File: config.mk
export PLATFORM = sky130hd
export DESIGN_NAME = switchbox_cfg_loader
export DESIGN_NICKNAME = d
export VERILOG_FILES = /design/src/rtl/switchbox_cfg_loader_pkg.sv /design/src/rtl/switchbox_cfg_loader.sv
export SDC_FILE = /design/constraint.sdc
export NUM_CORES = 1
export LEC_CHECK = 0
export CAP_MARGIN = 10
export CORE_AREA = 2 2 145 147
export CTS_BUF_LIST = sky130_fd_sc_hd__clkbuf_4 sky130_fd_sc_hd__clkbuf_8
export CTS_CLUSTER_SIZE = 40
export DETAILED_ROUTE_END_ITERATION = 10
export DIE_AREA = 0 0 147 149
export PLACE_DENSITY = 0.78
export SLEW_MARGIN = 30
export SYNTH_ARGS = -nofsm -noshare
export SYNTH_HDL_FRONTEND = slang
export SYNTH_SLANG_ARGS = --single-unit
File: constraint.sdc
create_clock -name clk -period 16.52 [get_ports clk]
set_input_delay 3.304 -clock clk [delete_from_list [all_inputs] [get_ports clk]]
set_output_delay 3.304 -clock clk [all_outputs]
set_load 0.01 [all_outputs]
File: src/rtl/switchbox_cfg_loader_pkg.sv
// Shared constants for the switch-box configuration loader: side-select
// encodings, frame sync byte, routing word width, FSM state type and the
// per-word legality check.
package switchbox_cfg_loader_pkg;

  localparam logic [2:0] SIDE_NONE   = 3'd0;
  localparam logic [2:0] SIDE_TOP    = 3'd1;
  localparam logic [2:0] SIDE_RIGHT  = 3'd2;
  localparam logic [2:0] SIDE_BOTTOM = 3'd3;
  localparam logic [2:0] SIDE_LEFT   = 3'd4;

  localparam logic [7:0] SYNC_BYTE = 8'hA5;
  localparam int         WORD_W    = 6;

  typedef enum logic [1:0] {
    ST_SYNC   = 2'd0,
    ST_LOAD   = 2'd1,
    ST_CHECK  = 2'd2,
    ST_COMMIT = 2'd3
  } state_t;

  // A routing word is illegal when its side select is unknown or its port
  // index does not exist on the selected side. SIDE_NONE ignores the index.
  function automatic logic word_bad(input logic [WORD_W-1:0] w,
                                    input int n_tb, input int n_lr);
    logic [2:0] sel;
    logic [2:0] idx;
    logic       bad;
    sel = w[2:0];
    idx = w[5:3];
    bad = 1'b0;
    case (sel)
      SIDE_NONE:               bad = 1'b0;
      SIDE_TOP, SIDE_BOTTOM:   bad = (int'(idx) >= n_tb);
      SIDE_RIGHT, SIDE_LEFT:   bad = (int'(idx) >= n_lr);
      default:                 bad = 1'b1;
    endcase
    return bad;
  endfunction

endpackage

File: src/rtl/switchbox_cfg_loader.sv
// Serial configuration loader for a switch box. Hunts for the sync byte,
// shifts one frame of routing words into a shadow image, validates every
// word and commits the whole image atomically.
// Optional feature: define SWITCHBOX_CFG_PARITY_EN to append and check one
// even-parity bit after the last routing word.
// Handshake: a bit transfers on a rising edge where cfg_valid && cfg_ready;
// cfg_ready depends only on the FSM state, never on cfg_valid.
module switchbox_cfg_loader
  import switchbox_cfg_loader_pkg::*;
#(
  parameter int N_TB = 5,
  parameter int N_LR = 4
) (
  input  logic                                 clk,
  input  logic                                 rst,
  input  logic                                 cfg_valid,
  input  logic                                 cfg_bit,
  output logic                                 cfg_ready,
  output logic [WORD_W*(2*N_TB+2*N_LR)-1:0]    cfg_image,
  output logic                                 cfg_load,
  output logic                                 cfg_done,
  output logic                                 cfg_err
);

  localparam int S         = 2 * N_TB + 2 * N_LR;
  localparam int DATA_BITS = S * WORD_W;
`ifdef SWITCHBOX_CFG_PARITY_EN
  localparam int FRAME_BITS = DATA_BITS + 1;
`else
  localparam int FRAME_BITS = DATA_BITS;
`endif
  localparam int CNT_W = 7;
  localparam int IDX_W = $clog2(S);

  localparam logic [CNT_W-1:0] LAST_BIT   = CNT_W'(FRAME_BITS - 1);
  localparam logic [CNT_W-1:0] DATA_LIMIT = CNT_W'(DATA_BITS);
  localparam logic [2:0]       LAST_POS   = 3'(WORD_W - 1);

  state_t state, state_next;

  // Only seven bits of history are needed: the eighth comes from cfg_bit.
  logic [6:0]              sync_sr;
  logic [7:0]              sync_next;
  logic [WORD_W-2:0]       word_sr;
  logic [WORD_W-1:0]       word_next;
  logic [CNT_W-1:0]        bit_cnt;
  logic [2:0]              bit_pos;
  logic [IDX_W-1:0]        word_idx;
  logic                    bad;
  logic [WORD_W*S-1:0]     shadow;
  logic                    accept;
  logic                    sync_hit;
  logic                    data_bit;
  logic                    frame_ok;
`ifdef SWITCHBOX_CFG_PARITY_EN
  logic                    parity;
`endif

  assign accept    = cfg_valid && cfg_ready;
  assign sync_next = {sync_sr, cfg_bit};
  assign sync_hit  = (sync_next == SYNC_BYTE);
  assign word_next = {word_sr, cfg_bit};
  assign data_bit  = (bit_cnt < DATA_LIMIT);
`ifdef SWITCHBOX_CFG_PARITY_EN
  assign frame_ok  = !bad && !parity;
`else
  assign frame_ok  = !bad;
`endif

  // FSM state register.
  always_ff @(posedge clk or posedge rst) begin
    if (rst) state <= ST_SYNC;
    else     state <= state_next;
  end

  // Next-state logic and cfg_ready; the loader only listens in SYNC and LOAD.
  always_comb begin
    state_next = state;
    cfg_ready  = 1'b0;
    case (state)
      ST_SYNC: begin
        cfg_ready = 1'b1;
        if (cfg_valid && sync_hit) state_next = ST_LOAD;
      end
      ST_LOAD: begin
        cfg_ready = 1'b1;
        if (cfg_valid && bit_cnt == LAST_BIT) state_next = ST_CHECK;
      end
      ST_CHECK:  state_next = frame_ok ? ST_COMMIT : ST_SYNC;
      ST_COMMIT: state_next = ST_SYNC;
      default:   state_next = ST_SYNC;
    endcase
  end

  // Sync hunter: shift accepted bits while idle, clear history once locked.
  always_ff @(posedge clk or posedge rst) begin
    if (rst) begin
      sync_sr <= '0;
    end else if (state == ST_SYNC && accept) begin
      sync_sr <= sync_hit ? 7'd0 : sync_next[6:0];
    end
  end

  // Frame datapath: bit/word counters, shadow image, bad-word and parity tracking.
  always_ff @(posedge clk or posedge rst) begin
    if (rst) begin
      word_sr  <= '0;
      bit_cnt  <= '0;
      bit_pos  <= '0;
      word_idx <= '0;
      bad      <= 1'b0;
      shadow   <= '0;
`ifdef SWITCHBOX_CFG_PARITY_EN
      parity   <= 1'b0;
`endif
    end else if (state == ST_SYNC && accept && sync_hit) begin
      word_sr  <= '0;
      bit_cnt  <= '0;
      bit_pos  <= '0;
      word_idx <= '0;
      bad      <= 1'b0;
`ifdef SWITCHBOX_CFG_PARITY_EN
      parity   <= 1'b0;
`endif
    end else if (state == ST_LOAD && accept) begin
      bit_cnt <= bit_cnt + 1'b1;
`ifdef SWITCHBOX_CFG_PARITY_EN
      parity  <= parity ^ cfg_bit;
`endif
      if (data_bit) begin
        word_sr <= word_next[WORD_W-2:0];
        if (bit_pos == LAST_POS) begin
          bit_pos  <= '0;
          word_idx <= word_idx + 1'b1;
          shadow[word_idx*WORD_W +: WORD_W] <= word_next;
          if (word_bad(word_next, N_TB, N_LR)) bad <= 1'b1;
        end else begin
          bit_pos <= bit_pos + 1'b1;
        end
      end
    end
  end

  // Visible outputs: status cleared on lock, error set in CHECK, image committed in COMMIT.
  always_ff @(posedge clk or posedge rst) begin
    if (rst) begin
      cfg_image <= '0;
      cfg_load  <= 1'b0;
      cfg_done  <= 1'b0;
      cfg_err   <= 1'b0;
    end else begin
      cfg_load <= 1'b0;
      case (state)
        ST_SYNC: begin
          if (accept && sync_hit) begin
            cfg_done <= 1'b0;
            cfg_err  <= 1'b0;
          end
        end
        ST_CHECK: begin
          if (!frame_ok) cfg_err <= 1'b1;
        end
        ST_COMMIT: begin
          cfg_image <= shadow;
          cfg_load  <= 1'b1;
          cfg_done  <= 1'b1;
        end
        default: ;
      endcase
    end
  end

endmodule

# Yosys cells after proc, flatten, opt, wreduce, memory -nomap -nowiden
# Cells that the tools add are included.
[word_totals]
word_cells = 97
register_bits = 249
out_inout_bits = 112
inputBits = 4
[op_classes]
order_cmp = 3
shifts = 2
n_addsub = 4
reduce_logical = 25
muxes = 35
bitwise = 1
n_eq_ne = 14
mul = 1
[ops]
columns = ["operator", "n"]
rows = [
  ["$bwmux W108", 1],
  ["$shift A6 B34 Y108 const A", 1],
  ["$shiftx A6 B34 Y108", 1],
  ["$mux W5", 7],
  ["$neg A8 Y34", 1],
  ["$mux W7", 3],
  ["$mux W1", 13],
  ["$mux W3", 4],
  ["$reduce_bool A2 Y1", 6],
  ["$eq A8 B8 Y1 const B", 1],
  ["$pmux W2 S4", 1],
  ["$reduce_and A4 Y1", 2],
  ["$add A7 B1 Y7 const B", 1],
  ["$eq A7 B7 Y1 const B", 1],
  ["$logic_and A1 B1 Y1", 7],
  ["$lt A7 B7 Y1 const B", 1],
  ["$mul A5 B2 Y7 const B", 1],
  ["$eq A3 B2 Y1 const B", 2],
  ["$eq A3 B3 Y1 const B", 2],
  ["$ge A3 B3 Y1 const B", 2],
  ["$mux W2", 3],
  ["$ne A2 B2 Y1 const B", 3],
  ["$reduce_and A2 Y1", 3],
  ["$reduce_and A3 Y1", 2],
  ["other kinds (12)", 16],
]

# Longest topological paths before layout
# Gate-level depths: netlist of the first run.
[depth]
word_depth = 12
ltp_mapped = 15
depth_no_buf = 13

# Worst setup path after synthesis of the first run
# OpenSTA, ideal clock, no wires.
[synth_path]
path_kind = "input to register"
from = "input port cfg_valid"
to = "register shadow[25]"
slack_ps = 11286
required_time_ps = 16393
setup_ps = 127
path_buffers = 2
arrival_ps = 5107
path_stages = 9
cell_sequence = "and3b_1 -> buf_2 -> o21ai_2 -> or3_1 -> buf_2 -> nor2_4 -> nand3_1 -> or2_1 -> mux2_1"
[synth_between]
elab_chain_len = 5
word_cells_on_any_way = 6
cone_classes = "bitwise (1); reduce/logical (5)"
[synth_lines]
columns = ["item", "line", "rtl"]
rows = [
  ["from (decl)", "switchbox_cfg_loader.sv:16", "input logic cfg_valid,"],
  ["$logic_and A1 B1 Y1 *", "switchbox_cfg_loader.sv:59", "assign accept = cfg_valid && cfg_ready;"],
  ["$logic_and A1 B1 Y1 (2 in series)", "switchbox_cfg_loader.sv:116", "end else if (state == ST_SYNC && accept && sync_hit) begin"],
  ["$not A1 Y1 (no line)", "n/a", ""],
  ["$reduce_and A4 Y1 (no line) *", "n/a", ""],
  ["to (signal, indexed assignment)", "switchbox_cfg_loader.sv:135", "shadow[word_idx*WORD_W +: WORD_W] <= word_next;"],
  ["to (decl)", "switchbox_cfg_loader.sv:50", "logic [WORD_W*S-1:0] shadow;"],
]
# Mark *: on every way between the ends. The rest lies on a longest branch, timed or not.
# A chain may end at the register's enable or synchronous reset.

# Worst setup path after layout of the first run
[layout_path]
from = "input port cfg_valid"
to = "register shadow[91]"
# The elaborated chain is that of the path after synthesis.

==> impl_metrics.toml, run 1 <==
[cts]
cts_max_level = 2
cts_made_buffers = 40
cts_tree = "built"
ctsHoldBuffers = 0
worst_skew_pair.late_latency_ns = 0.57
clock_sinks = 249
post_cts_resized = 0
post_cts_buffers = 0
cts_root_buf = "clkbuf_8"
clk_pin_slew_ns = 0.06
clk_path_buf_depth = 3

[status]
outcome = "completed"

[final_layout]
fin_area_mm2 = 0.0136
drive_gt1_share_pct = 26.1
final_common_cell = "dfrtp_1"
antenna_cells = 0
final_cell_mix = "dfrtp_1, mux2_2, clkdlybuf4s50_1, nand2_1, nor2_1"
syn2layout_area_growth_pct = 20.3
nets = 1085
postLayoutCoreUtil_pct = 66.0
final_cell_count_no_fill = 1378

[pwr]
irDropWorstVdd_v = 0.0000756
intPower_mw = 0.972
pwr-share-clk_pct = 45.7
pwr-share-comb_pct = 5.0
leakagePower_nw = 6.23
powerDensity_mw_per_mm2 = 93.7
p_sw_share_pct = 23.6
p_total_mw = 1.27
seqPwrFrac_pct = 49.3
p_switching_mw = 0.300

[logic_synthesis]
synth_top_area_share_pct = 55.2
yosysWarnings = 0
synth.distinct_cells = 71
synthTopCellsByArea = "dfrtp_1, mux2_2, o21ai_0, nand2_1, nor2_1"
synth.yosys.seq_area_share_pct = 55.2
netlist_area_mm2 = 0.0113
synthesis.nets = 970
syn_avg_cell_area_um2 = 11.8
yosysTopAreaCell = "dfrtp_1"
async_flop_share_pct = 100
synth-main-ff-cell = "dfrtp_1"
ys_ff_latch = 249
synth_edf_count = 0
synthCells = 957

[global_routing]
grt_pass1_wl_um = 42700
antenna_found_initial = 0
grt_pass1_vias = 7922
grt_max_degree = 85
grt_use_total_pct = 24.6
overflow = 0

[sta]
skew_ns = 0.0351
fin_crit_ns = 5.95
final_max_slew_viol_count = 0
hold_slack_ns = 0.479
setup_tns_ns = 0
worstMarginPinSlew_ns = 0.957
setup_viol = 0
fmax_mhz = 168
hold_viol_final = 0
max_slew_margin_pct = 35.7
rsz0062_at_grt = "no"
fin_ws_ns = 10.57
min_period_over_period_pct = 36.0

[route]
via_per_inst = 5.86
drtIter0Drc = 543
drt_pass1_iterations = 5
routedWlPerCell_um = 19.2
drc = 0
postRouteAntennaNets = 0
num_vias = 8069
drt_wl_total_um = 26400

[place]
place_inst = 1305
port_buffers = 115
post-dp-hpwl_um = 17600
post-place-ws_ns = 9.74
placedInstanceArea_mm2 = 0.0127
place_congestion = 0.944

[critical_path]
worst_ep_required_time_ns = 16.95
crit_arrival_ns = 6.38
cp-end-kind = "flip-flop"
criticalPathCategory = "in2reg"
cp_max_fo = 31
cp-start-kind = "primary input"

[flow_run]
cap_violations = 0

[die]
die_x_um = 147
design.core.area_mm2 = 0.0206
die_area_mm2 = 0.0219
pin_count = 116
start_util_pct = 54.9
row_count = 53
die_h_um = 149

[worst_hold_path]
hold_class = "reg2reg"
[logic make-up after synthesis]
| logic type | synth area share, % |
|---|---|
| AOI/OAI and AO/OA | 10.3 |
| xor gates and xnor gates | 1.84 |
| adders and majority gates | 1.06 |
| buffers and inverters | 2.23 |
| DFF | 55.2 |
| muxes | 18.4 |
| and+or+nand+nor | 11.0 |
[worst max-delay path, stage by stage]
cell	delay [ns]
clkdlybuf4s50_1	0.53
and3b_1	0.26
o21ai_2	0.17
or3_1	0.50
nor2_4	0.23
nand3_2	0.54
or2_2	0.55
mux2_2	0.29
[final timing paths]
path	cells past startpoint	endpoint	slack [ns]	start
worst max-delay path	8	shadow[91]	10.57	cfg_valid
worst min-delay path	2	sync_sr[6]	0.48	sync_sr[5]
worst max register to register	10	shadow[91]	11.65	word_idx[2]
worst min register to register	2	sync_sr[6]	0.48	sync_sr[5]
max in group asynchronous	4	shadow[91]	11.43	rst
min in group asynchronous	2	shadow[0]	3.22	rst
[synthesized netlist by cell type (4+ instances only)]
cell        n
nor2_1     64
ha_1        8
nand3_1    29
dfrtp_1   249
o31ai_1    30
buf_1       4
nand2b_1    8
mux2_2    175
buf_2      12
nor2b_1     5
a31oi_1     4
o21ai_0    60
or2_2       7
xor2_1      6
nor3_1     10
mux2i_1     7
and3_1      9
nor4_1      4
xnor2_1     9
a21o_1      5
nand2_1    77
nand4_1    11
and2_1      4
o22ai_1    11
o211ai_1    4
inv_1      12
o21ai_1     5
a21oi_1    22
or3_1       6
a211oi_1    6
clkbuf_1   33
[layout make-up]
class                           count  area [µm²]
Inverter                           12        52.6
Multi-Input combinational cell    646        4830
Tap cell                          275         344
Timing Repair Buffer              123        1220
Clock inverter                     11         118
Sequential cell                   249        6230
Clock buffer                       62         785
Fill cell                        1543        6980
[sequential cells by signal (all words and copies together), names as in the netlist, 2 cells and up]
| signal | flops |
|---|---|
| bit_cnt | 7 |
| shadow | 108 |
| sync_sr | 7 |
| cfg_image | 108 |
| state | 2 |
| bit_pos | 3 |
| word_idx | 5 |
| word_sr | 5 |
[per-layer routing]
metal | share of wire, % | vias up | global-route usage (%)
li1 | - | 3706 | -
met1 | 45 | 4035 | 35.0
met2 | 46 | 267 | 38.2
met3 | 5.8 | 61 | 3.58
met4 | 3.3 | 0 | 10.5
met5 | 0 | - | 0
[power by group through the flow]
| stage | Combinational (mW) | Sequential (mW) | Clock [mW] |
|---|---|---|---|
| final | 0.0632 | 0.627 | 0.582 |
| after floorplan | 0.0493 | 0.634 | 0 |
| after global placement | 0.0614 | 0.637 | 0 |
| after CTS | 0.0632 | 0.627 | 0.592 |
| after global routing | 0.0716 | 0.628 | 0.619 |
| after detailed placement | 0.0630 | 0.638 | 0 |
No activity file was read; power rests on OpenSTA's default activity.
==> run 2, diff against run 1 <==
==> constraint.sdc (replaced) <==
create_clock -name clk -period 5.7 [get_ports clk]
set_input_delay 1.14 -clock clk [delete_from_list [all_inputs] [get_ports clk]]
set_output_delay 1.14 -clock clk [all_outputs]
set_load 0.01 [all_outputs]
==> run 2 against run 1 <==
Effect of this change:
- power increased to 2.8 times the previous value
- sequential power increased to 2.9 times the previous value
- core utilization decreased by 0.32 points
- die area unchanged
- final area decreased by 0.49%
- first-iteration DRC count increased by 1.3%
- critical path depth increased by 2
- hold slack about the same
- combinational power increased to 2.9 times the previous value
- critical endpoint unchanged
- largest cell class unchanged
- highest routed layer unchanged
==> impl_metrics.toml, run 2 (synthesis gave the netlist of run 1 again) <==
[status]
outcome = "completed"

[global_routing]
grt_use_total_pct = 23.6
use_met1_pct = 33.9
grt_max_degree = 127
antenna_found_initial = 0
grt.busiest_layer = "met2"
grt_pass1_wl_um = 41200
grt_pass1_vias = 7856
overflow = 0
use_met2_pct = 36.6
grt.met3_usage_pct = 3.55

[sta]
fin_crit_ns = 4.62
skew_ns = 0.0235
worstMarginPinSlew_ns = 0.921
rsz0062_at_grt = "no"
setup_tns_ns = 0
max_slew_margin_pct = 38.2
fmax_mhz = 216
final_max_slew_viol_count = 0
min_period_over_period_pct = 81.1
setup_viol = 0
hold_viol_final = 0

[cts]
cts_tree = "built"
post_cts_resized = 0
post_cts_buffers = 0
clock_sinks = 249
worst_skew_pair.late_latency_ns = 0.54
cts_max_level = 2
ctsHoldBuffers = 0
cts_root_buf = "clkbuf_8"
clk_pin_slew_ns = 0.06
cts_made_buffers = 40
clk_path_buf_depth = 3

[route]
drc = 0
drt_wl_total_um = 25600
routedWlPerCell_um = 18.7
postRouteAntennaNets = 0
drtIter0Drc = 550
drt_pass1_iterations = 7
num_vias = 7956
via_per_inst = 5.81

[pwr]
intPower_mw = 2.69
p_sw_share_pct = 23.2
p_switching_mw = 0.812
p_total_mw = 3.50
seqPwrFrac_pct = 51.9
pwr-share-clk_pct = 42.8
leakagePower_nw = 6.19
irDropWorstVdd_v = 0.000192
pwr-share-comb_pct = 5.3
powerDensity_mw_per_mm2 = 259

[place]
placedInstanceArea_mm2 = 0.0127
place_inst = 1306
post-dp-hpwl_um = 17900
port_buffers = 115
place_congestion = 0.931

[die]
die_h_um = 149
pin_count = 116
start_util_pct = 54.9
die_area_mm2 = 0.0219
design.core.area_mm2 = 0.0206
die_x_um = 147
row_count = 53

[critical_path]
crit_arrival_ns = 5.04
path_cells = "ha_1 -> xnor2_2 -> nand2_2 -> nor3_1 -> ha_1 -> inv_1 -> nor2_4 -> nand3_2 -> or2_2 -> mux2_2"
cp_max_fo = 31
startpoint = "word_idx[2]"
critPathBufInv = 1
worst_ep_required_time_ns = 6.12
rr_worst_depth = 10
cp_common_cell = "ha_1"
r2r_start = "word_idx[2]"
criticalPathCategory = "reg2reg"
cp_num_cells = 10
cp_top_family = "simple AND/OR/NAND/NOR gates"
cp-end-kind = "flip-flop"
cp-start-kind = "flip-flop"
slowest_stage = "dfrtp_1"
max_stage_delay_ns = 0.84

[final_layout]
reg_top3 = "cfg_image: 108 flops, shadow: 108 flops"
fin_area_mm2 = 0.0135
final_cell_mix = "dfrtp_1, mux2_2, clkdlybuf4s50_1, nand2_1, nor2_1"
postLayoutCoreUtil_pct = 65.7
regArea_mm2 = 0.00623
nets = 1087
antenna_cells = 0
fillerInstances = 1600
final_common_cell = "dfrtp_1"
final_cell_count_no_fill = 1370
drive_gt1_share_pct = 25.6
syn2layout_area_growth_pct = 19.7
multi_input_area_mm2 = 0.00484

[worst_hold_path]
holdPathStages = 1
hp-start = "cfg_done"
hold_class = "reg2reg"

[flow_run]
cap_violations = 0
## run 2: cell count changes in the layout (fill, tap and decap cells not counted), moves of 2 or more
| cell | change |
|---|---|
| bufinv_16 | -2 |
| inv_8 | -2 |
| buf_12 | +3 |
| buf_6 | -2 |
| clkinv_2 | -5 |
## run 2: area by class of cell
type                       count  share of cell area (%)
tap                          275                    2.55
inverter                      12                   0.361
timing repair buffer         125                    9.35
sequential                   249                    46.1
clock inverter                 3                   0.157
multi-input combinational    646                    35.8
clock buffer                  60                    5.65
## run 2: metal layers
layer  part of all wire, %  vias up
li1                      -     3690
met1                    47     3953
met3                   4.8       61
met2                    46      252
met4                   2.9        0
met5                     0        -
## run 2: power groups by stage
stage / registers, mW / logic (mW) / clock network (mW)
floorplan: 1.84 / 0.143 / 0
global placement: 1.85 / 0.180 / 0
detailed placement: 1.85 / 0.184 / 0
CTS: 1.82 / 0.184 / 1.53
global route: 1.82 / 0.208 / 1.61
finish: 1.82 / 0.185 / 1.50
## run 2: worst paths after layout
check,end,slack [ns]
worst max-delay path,shadow[91],1.08
worst min-delay path,cfg_done,0.48
worst max register to register,shadow[91],1.08
worst min register to register,cfg_done,0.48
max in group asynchronous,shadow[63],3.83
min in group asynchronous,cfg_image[20],0.93
## run 2: metrics by stage
| stage | worst slack, ns | hold slack, ns |
|---|---|---|
| 2_1_floorplan | 1.29 | 0.444 |
| 3_3_place_gp | 1.02 | 0.467 |
| 3_5_place_dp | 0.921 | 0.474 |
| 4_1_cts | 0.925 | 0.485 |
| 5_1_grt | 0.728 | 0.514 |
| 6_report | 1.08 | 0.479 |
## run 2: worst register-to-register path: stages, from the launching register on
cell,delay [ns]
dfrtp_1,0.84
ha_1,0.50
xnor2_2,0.67
nand2_2,0.28
nor3_1,0.25
ha_1,0.25
inv_1,0.13
nor2_4,0.26
nand3_2,0.53
or2_2,0.53
mux2_2,0.27
==> patch (config.mk and constraints of run 2) <==
`N_TB`: 5 -> 4.
--- a/src/rtl/switchbox_cfg_loader.sv
+++ b/src/rtl/switchbox_cfg_loader.sv
@@ -9,5 +9,5 @@
   import switchbox_cfg_loader_pkg::*;
 #(
-  parameter int N_TB = 5,
+  parameter int N_TB = 4,
   parameter int N_LR = 4
 ) (
Interface: changed (resized cfg_image); port bits go from 116 to 104. The function was not compared with the original's and may differ.
==> patch against run 2 <==
- first-iteration DRC count down 14%
- synthesized area down 8.4%
- power down 4.2%
- final cell count down 10%
- sequential cell count down 25
- clock skew down 0.0050 ns
- routed wire length down 6.2%
- worst setup slack worse by 0.18 ns
- design area down 8.7%
- largest power group unchanged
==> patch: results (changes against run 2) <==
metric	value	unit	change
Synthesized Nets	842		-13%
routed wire length	24000	um	-6.2%
critical-path maximum fanout	23		-26%
hold path endpoint	cfg_done$_DFFE_PP0P_		
total global routing track utilization	22.5	%	-1.1 points
Lkg Pwr	5.70	nW	-7.9%
Setup Fix Bufs, Post-CTS	0		unchanged
dpl ws	0.955	ns	+0.0335 ns
start point of the worst hold path	cfg_done$_DFFE_PP0P_		
FF-to-FF Start	word_idx[2]$_DFFE_PP0P_		
layout cells sized above 1	28.4	%	+2.9 points
Port Buffers	103		-10%
DR vias	7109		-11%
synth top area cells	dfrtp_1, mux2_2, nand2_1		
fin crit period	4.80	ns	+0.177 ns
met3 WL	1420	um	+16%
Slew Limit Fails	0		unchanged
first-pass GRT wire length	39300	um	-4.7%
slew margin rel.	40.0	%	+1.8 points
r2r setup slk	0.90	ns	-0.18 ns
end of the critical path	shadow[35]$_DFFE_PP0P_		
Layout Skew	0.0185	ns	-0.00497 ns
Hold Crit Depth	1		unchanged
fin nets	949		-13%
GPL Wtd Cong	0.908		-2.4%
Yosys cell types	77		+8.5%
DR iter-0 viols	474		-14%
Max IR drop VDD	0.164	mV	-15%
Metal-1 WL	10700	um	-10%
Worst-Skew Late Latency	0.52	ns	-0.02 ns
vias in the first global route	7369		-6.2%
cts repair resizes	0		unchanged
register area share after synthesis	54.2	%	-0.99 points
Worst Path Class, Setup	reg -> reg		
met1 track utilization from global routing	31.5	%	-2.4 points
grt met2 use	36.1	%	-0.54 points
switching power	0.000870	W	+7.1%
wire length on met2	11400	um	-2.7%
First-pass DRT Iterations	5		-2
Clock Tree Buf Depth	3		unchanged
Top Registers	cfg_image (96), shadow (96)		
Synth async-reset ratio	100	%	unchanged
TritonCTS Buffers	36		-10%
pin count of the biggest net entering global routing	151		+19%
Hold WC Path Type	reg -> reg		
top cells by count, synth	dfrtp_1, mux2_2, nand2_1		
hold_ws	0.483	ns	+0.00378 ns
R2R depth	13		+3
ys flop type	dfrtp_1		
status	complete, no violations		
Critical Path AT	5.20	ns	+0.16 ns
Clock Pin Slew Worst Setup and Hold Paths	0.06	ns	about the same
met3 usage	4.16	%	+0.61 points
hpwl dp	16600	um	-7.0%
==> patch: cell types whose count changed after synthesis, moves of 6 or more <==
cell             run 2  this run
mux2_1               3        18
dfrtp_1            249       224
clkbuf_1            33        25
o22ai_1             11         4
o31ai_1             30         6
nor2_1              64        32
a22o_1               1         7
o21ai_0             60        26
==> patch: power by group through the flow <==
stage,sequential [W],clock (W),combinational (W)
floorplan,0.00165,0,0.000252
global placement,0.00167,0,0.000322
detailed placement,0.00167,0,0.000324
CTS,0.00164,0.00142,0.000326
global route,0.00164,0.00149,0.000359
finish,0.00164,0.00138,0.000330
==> patch: cell families after synthesis <==
kind of cell             count (synthesis)  share of synthesized area (%)
XOR/XNOR                                16                           1.56
buffers and inverters                   54                           2.26
AO/OA/AOI/OAI                          117                           9.20
adder cells (fa/ha/maj)                  9                           1.16
multiplexers                           193                           21.0
flip-flops                             224                           54.2
AND/OR/NAND/NOR                        216                           10.6
==> patch: through the flow <==
stage | util (%) | instance area (um2) | instances
3_3_place_gp | 56.5 | 11600 | 1173
2_1_floorplan | - | 10300 | 829
5_1_grt | 60.0 | 12300 | 1232
6_report | 60.0 | 12300 | 1232
3_5_place_dp | 56.5 | 11600 | 1173
4_1_cts | 60.0 | 12300 | 1232
==> patch: cell type report <==
type,instances,area (um2)
repair buffers,113,1120
fillers,1674,8220
multi-input cells,551,4510
inverters,10,41.3
clock inverters,7,71.3
well taps,275,344
clock buffers,52,647
flip-flops and latches,224,5610
==> patch: worst max-delay path, stage by stage, from the launching register on <==
cell and delay, ns:
dfrtp_1 0.79, clkinv_1 0.50, ha_1 0.55, nand2b_2 0.17, and3_4 0.25, nor2_1 0.19, nor2_1 0.08, ha_1 0.55
nand4_1 0.24, a2111oi_2 0.40, buf_4 0.33, o2111ai_1 0.17, o41ai_2 0.11, mux2_2 0.37
